==> src/rtl/rs_scheduler_if.sv <==
// Shared scheduler types plus the dispatch, completion and register-read
// interfaces for rs_scheduler.
package core_pkg;
    parameter int RS_ENTRIES = 8;
    parameter int NUM_FUS    = 4;
    parameter int NUM_PREGS  = 128;
    parameter int IW         = $clog2(RS_ENTRIES);
    parameter int DW         = RS_ENTRIES * NUM_FUS;
    parameter int PW         = $clog2(NUM_PREGS);

    typedef struct packed {
        logic [PW-1:0] dst_preg;
        logic [PW-1:0] src1_preg;
        logic [PW-1:0] src2_preg;
        logic [31:0]   imm_val;
        logic [31:0]   pc;
        logic          instr_valid;
    } disp_packet_t;
endpackage

interface sched_disp_if;
    import core_pkg::*;
    logic             disp_valid;
    disp_packet_t     disp_pkt;
    logic [DW-1:0]    dependency_mask;
    logic [IW-1:0]    rs_entry_idx;
    logic             rs_full;

    modport master (output disp_valid, disp_pkt, dependency_mask,
                    input  rs_entry_idx, rs_full);
    modport slave  (input  disp_valid, disp_pkt, dependency_mask,
                    output rs_entry_idx, rs_full);
endinterface

interface sched_exec_if;
    import core_pkg::*;
    logic          complete_valid;
    logic [IW-1:0] complete_idx;

    modport master (output complete_valid, complete_idx);
    modport slave  (input  complete_valid, complete_idx);
endinterface

interface sched_rr_if;
    import core_pkg::*;
    logic         fire_valid;
    disp_packet_t sched_pkt;

    modport master (output fire_valid, sched_pkt);
    modport slave  (input  fire_valid, sched_pkt);
endinterface

==> src/rtl/rs_scheduler.sv <==
// Reservation-station scheduler: payload RAM, wakeup matrix, fixed-priority select.
// Define SCHED_ASSERT_EN to compile in simulation-only protocol assertions.
module rs_scheduler
    import core_pkg::*;
(
    input  logic                  clk,
    input  logic                  rst,
    output logic [RS_ENTRIES-1:0] local_ready_mask,
    input  logic [DW-1:0]         global_ready_mask,
    sched_disp_if.slave           disp_if,
    sched_exec_if.slave           exec_if,
    sched_rr_if.master            reg_read_if
);
    logic [RS_ENTRIES-1:0] entry_valid;
    logic [RS_ENTRIES-1:0] issued;
    logic [DW-1:0]         dep_row [RS_ENTRIES];
    disp_packet_t          payload_ram [RS_ENTRIES];

    logic [RS_ENTRIES-1:0] reqs_in;
    logic [RS_ENTRIES-1:0] reqs_out;
    logic [RS_ENTRIES-1:0] grant_oh;
    logic [IW-1:0]         grant_idx;
    logic                  grant_valid;
    logic [IW-1:0]         alloc_idx;
    logic                  alloc_found;
    logic                  rs_full;
    logic                  disp_accept;

    always_comb begin
        alloc_idx   = '0;
        alloc_found = 1'b0;
        for (int unsigned i = 0; i < RS_ENTRIES; i++) begin
            if (!entry_valid[i] && !alloc_found) begin
                alloc_idx   = IW'(i);
                alloc_found = 1'b1;
            end
        end
    end

    assign rs_full              = &entry_valid;
    assign disp_if.rs_full      = rs_full;
    assign disp_if.rs_entry_idx = alloc_idx;
    assign disp_accept          = disp_if.disp_valid && !rs_full;

    always_comb begin
        reqs_in = '0;
        for (int unsigned i = 0; i < RS_ENTRIES; i++)
            reqs_in[i] = entry_valid[i] & ~issued[i] & (dep_row[i] == '0);
    end

    // Lowest index wins; grant_oh is recovered as the bit removed from reqs_out.
    always_comb begin
        reqs_out    = reqs_in;
        grant_idx   = '0;
        grant_valid = |reqs_in;
        for (int unsigned i = 0; i < RS_ENTRIES; i++) begin
            if (reqs_in[i] && (reqs_out == reqs_in)) begin
                reqs_out[i] = 1'b0;
                grant_idx   = IW'(i);
            end
        end
        grant_oh = reqs_in ^ reqs_out;
    end

    always_ff @(posedge clk) begin
        if (rst) begin
            entry_valid             <= '0;
            issued                  <= '0;
            local_ready_mask        <= '0;
            reg_read_if.fire_valid  <= 1'b0;
            reg_read_if.sched_pkt   <= '0;
            for (int unsigned i = 0; i < RS_ENTRIES; i++)
                dep_row[i] <= '0;
        end else begin
            for (int unsigned i = 0; i < RS_ENTRIES; i++)
                dep_row[i] <= dep_row[i] & ~global_ready_mask;
            issued <= issued | grant_oh;
            if (disp_accept) begin
                entry_valid[alloc_idx] <= 1'b1;
                issued[alloc_idx]      <= 1'b0;
                dep_row[alloc_idx]     <= disp_if.dependency_mask & ~global_ready_mask;
            end
            // Dealloc is last so it wins over a same-cycle grant on that entry.
            if (exec_if.complete_valid) begin
                entry_valid[exec_if.complete_idx] <= 1'b0;
                issued[exec_if.complete_idx]      <= 1'b0;
            end
            reg_read_if.fire_valid <= grant_valid;
            local_ready_mask       <= grant_oh;
            if (grant_valid)
                reg_read_if.sched_pkt <= payload_ram[grant_idx];
        end
    end

    always_ff @(posedge clk) begin
        if (!rst && disp_accept)
            payload_ram[alloc_idx] <= disp_if.disp_pkt;
    end

`ifdef SCHED_ASSERT_EN
    always_ff @(posedge clk) begin
        if (!rst) begin
            assert (!(disp_if.disp_valid && rs_full))
                else $error("rs_scheduler: dispatch while full");
            assert ($onehot0(local_ready_mask))
                else $error("rs_scheduler: local_ready_mask not one-hot");
            if (exec_if.complete_valid)
                assert (entry_valid[exec_if.complete_idx] && issued[exec_if.complete_idx])
                    else $error("rs_scheduler: complete on invalid or unissued entry");
        end
    end
`endif
endmodule

==> src/flat_wrapper.sv <==
// flat-port wrapper written by rule: the top's interface ports become plain ports
module rs_scheduler_flat import core_pkg::*;
  (clk, rst, local_ready_mask, global_ready_mask, disp_if_disp_valid, disp_if_disp_pkt, disp_if_dependency_mask, disp_if_rs_entry_idx, disp_if_rs_full, exec_if_complete_valid, exec_if_complete_idx, reg_read_if_fire_valid, reg_read_if_sched_pkt);
  sched_disp_if disp_if_i ();
  sched_exec_if exec_if_i ();
  sched_rr_if reg_read_if_i ();
  input  logic clk;
  input  logic rst;
  output logic [RS_ENTRIES-1:0] local_ready_mask;
  input  logic [DW-1:0] global_ready_mask;
  input wire logic [$bits(disp_if_i.disp_valid)-1:0] disp_if_disp_valid;
  input wire logic [$bits(disp_if_i.disp_pkt)-1:0] disp_if_disp_pkt;
  input wire logic [$bits(disp_if_i.dependency_mask)-1:0] disp_if_dependency_mask;
  output wire logic [$bits(disp_if_i.rs_entry_idx)-1:0] disp_if_rs_entry_idx;
  output wire logic [$bits(disp_if_i.rs_full)-1:0] disp_if_rs_full;
  input wire logic [$bits(exec_if_i.complete_valid)-1:0] exec_if_complete_valid;
  input wire logic [$bits(exec_if_i.complete_idx)-1:0] exec_if_complete_idx;
  output wire logic [$bits(reg_read_if_i.fire_valid)-1:0] reg_read_if_fire_valid;
  output wire logic [$bits(reg_read_if_i.sched_pkt)-1:0] reg_read_if_sched_pkt;
  assign disp_if_i.disp_valid = disp_if_disp_valid;
  assign disp_if_i.disp_pkt = disp_if_disp_pkt;
  assign disp_if_i.dependency_mask = disp_if_dependency_mask;
  assign disp_if_rs_entry_idx = disp_if_i.rs_entry_idx;
  assign disp_if_rs_full = disp_if_i.rs_full;
  assign exec_if_i.complete_valid = exec_if_complete_valid;
  assign exec_if_i.complete_idx = exec_if_complete_idx;
  assign reg_read_if_fire_valid = reg_read_if_i.fire_valid;
  assign reg_read_if_sched_pkt = reg_read_if_i.sched_pkt;
  rs_scheduler u_core (.clk(clk), .rst(rst), .local_ready_mask(local_ready_mask), .global_ready_mask(global_ready_mask), .disp_if(disp_if_i), .exec_if(exec_if_i), .reg_read_if(reg_read_if_i));
endmodule
==> config.mk <==
export PLATFORM = sky130hd
export DESIGN_NAME = rs_scheduler_flat
export DESIGN_NICKNAME = d
export VERILOG_FILES = /design/src/rtl/rs_scheduler_if.sv /design/src/rtl/rs_scheduler.sv /design/src/flat_wrapper.sv
export SDC_FILE = /design/constraint.sdc
export NUM_CORES = 1
export LEC_CHECK = 0
export ABC_CLOCK_PERIOD_IN_PS = 19150
export BUFFER_PORTS_ARGS = -buffer_cell sky130_fd_sc_hd__buf_2
export CORE_MARGIN = 5
export CORE_UTILIZATION = 55
export CTS_CLUSTER_SIZE = 28
export DETAILED_ROUTE_END_ITERATION = 8
export HOLD_SLACK_MARGIN = 0.06
export PLACE_DENSITY = 0.83
export SETUP_SLACK_MARGIN = 0.1
export SLEW_MARGIN = 20
export SYNTH_ARGS = -nofsm -noshare
export SYNTH_HDL_FRONTEND = slang
export SYNTH_SLANG_ARGS = --single-unit
export TNS_END_PERCENT = 30
==> constraint.sdc <==
create_clock -name clk -period 19.15 [get_ports clk]
set_input_delay 4.7875 -clock clk [delete_from_list [all_inputs] [get_ports clk]]
set_output_delay 4.7875 -clock clk [all_outputs]
set_load 0.005 [all_outputs]
==> results.toml <==
[outcome]
outcome = "finished, final reports clean"

[worst_setup_path]
endpoint_kind = "output pin"
slowest_delay_ps = 540
arrival_ps = 2340
worstPathCellList = "nor2b_1, o21ai_0, nand2_1, a32oi_1, inv_1, buf_2"
crit_type = "reg2out"
cp_max_fo = 8
cp.required_ps = 14360
startpoint_type = "flop"
cpMaxStageDelayCell = "a32oi_1"

[cells_and_area]
area_delta_synth_final_pct = 14.40
fin_area_sq_mm = 0.04523
fill_cells = 4886
nNetsFinal = 3115
drive_gt1_share_pct = 24.69
ff_latch_area_sq_mm = 0.02801
multi_input_area_sq_mm = 0.01075
fin_util_pct = 63.38

[global_routing]
gr-total-overflow = 0
grt_pass1_vias = 24916
antenna_found_initial = 22
grt_pass1_wl_um = 146500
grt_start_max_net_pins = 175
grt_usage_pct = 24.14

[sta]
setup_viol = 0
timing.slew.headroom_pct = 23.51
fin_crit_sh_pct = 37.23
setup_ws_ps = 12020
fmax_mhz = 140.3
timing_hold_violations_final = 0
fin_skew_ps = 60.40
layout_min_cycle_time_ps = 7129
rsz0062_at_grt = "no"
slew_viol_final = 0
tightestPinTransition_ps = 1147
tns_ps = 0

[detailed_routing]
route.detailed.drc = 0
drt_first_iter_violations = 2728
ant_nets = 0
wl_um = 95990
num_vias = 24168
routedWlPerCell_um = 23.95
vias_per_cell = 6.030
drt-pass1-iter-count = 8

[run]
maxCapViolations = 0

[floorplan]
die_area_sq_mm = 0.07735
dieHeight_um = 278.1
boundaryPins = 256
initial_core_util_pct = 55.40
coreArea_sq_mm = 0.07136
die_w_um = 278.1
rows = 98

[clock_tree]
cts_buffer_depth = 3
cts_resized = 0
cts_max_level = 3
clock-sinks = 1055
cts_tree = "done"
ctsHoldBuffers = 0
root_buffer = "clkbuf_16"
cts_setup_buffers = 0
clock_latency_ps = 690
cts_buffers = 102
cts.clk_slew.worst_paths_ps = 60

[synthesis]
synth_largest_area_cell = "edfxtp_1"
synth_nets = 2914
synth_warnings = 0
synth_top_area_share_pct = 52.25
ys_seq_elements = 1055
netlist_area_sq_mm = 0.03954
syn_area_per_cell_sq_um = 14.34
synth_common_cells = "688 x edfxtp_1, 367 x dfxtp_1, 363 x nand2_1"
ys_dominant_reg_cell = "edfxtp_1"
synth.area.top_cells = "edfxtp_1 52%, dfxtp_1 19%, mux2_2 6.3%"
ys_types = 50
synth_most_common_cell = "edfxtp_1"
syn-instance-count = 2757
synth-edff-count = 688
synthArstFlopShare_pct = 0
synth-seq-area-share_pct = 70.84

[power_and_ir_drop]
leakagePower_nw = 16.34
max-vdd-ir-drop_mv = 0.08992
power.total_w = 0.004780
powerDensity_mw_per_mm2 = 105.7

[placed_design]
dpl.hpwl_um = 54960
dpl_worst_slack_ps = 11410
place.gp.congestion = 0.8710
io_buffers = 255
dpl-instance-area_sq_mm = 0.04159

[hold_path]
hp-class = "reg2reg"
-- final timing paths --
| path | depth (start not counted) | slack, ps | start | endpoint |
|---|---|---|---|---|
| worst max-delay path | 6 | 12020 | u_core.entry_valid[4] | disp_if_rs_entry_idx[0] |
| worst min-delay path | 2 | 460 | u_core.dep_row[1][22] | u_core.dep_row[1][22] |
| worst min register to register | 2 | 460 | u_core.dep_row[1][22] | u_core.dep_row[1][22] |
| worst max register to register | 11 | 14450 | u_core.dep_row[4][4] | u_core.reg_read_if.sched_pkt[48] |
-- state kept, by name, summed over array words and instances (netlist names) --
signal	cells
u_core.entry_valid	8
u_core.dep_row	256
u_core.reg_read_if.sched_pkt	86
u_core.reg_read_if.fire_valid	1
u_core.payload_ram	688
u_core.issued	8
u_core.local_ready_mask	8
-- logic make-up (layout without fill, tap and decap cells) --
logic type             after synthesis  count (layout)  share of synthesized area, %
buffers and inverters              205             494                         2.304
other                                0              12                             0
AOI/OAI and AO/OA                  334             334                         6.070
DFF                               1055            1055                         70.84
and+or+nand+nor                    692             692                         7.785
muxes                              471             471                         13.01
-- routing by layer --
metal  wire length [um]  part of all wire (%)  global-route usage [%]
met1              36670                    38                   30.91
met2              47880                    50                   41.05
met3               8421                   8.8                   5.453
met4               2909                   3.0                   8.330
met5                109                  0.11                       0
-- final cells by class --
class	instances	area share [%]
flip-flops and latches	1055	61.92
repair buffers	296	3.574
clock buffers	138	6.526
clock inverters	54	1.461
multi-input cells	1497	23.78
inverters	6	0.04979
diodes	12	0.06639
well taps	950	2.628
-- cells in the final DEF, fill, tap and decap left out, drive strengths merged, types with 6 or more instances in the layout --
master,count
edfxtp,688
dfxtp,367
nand2,363
mux2,342
buf,296
nor2,162
clkbuf,138
a21oi,134
mux2i,129
a222oi,85
a22oi,85
nor4,59
clkinv,37
or2,35
nor3,18
diode,12
nand3,12
bufinv,11
nand4,10
or3,10
inv,10
nor4b,10
a31oi,6
nor2b,6
-- stage by stage --
step	hold slack, ps	std cells
2_1_floorplan	436.0	2757
4_1_cts	454.7	3996
3_5_place_dp	446.1	3804
5_1_grt	471.4	4000
6_report	456.2	4008
3_3_place_gp	441.6	3803
-- where the power goes --
part           switching, W  internal [W]
clock network      0.000862       0.00124
logic              0.000133     0.0000731
registers         0.0000185       0.00246
-- critical path: cells and delay by family, from the launching register on --
kind            cells  cell delay (ps)
compound gates      2              700
buf+inv             2              430
flops               1              330
simple gates        2              230
Power figures use the tool's default switching activity.
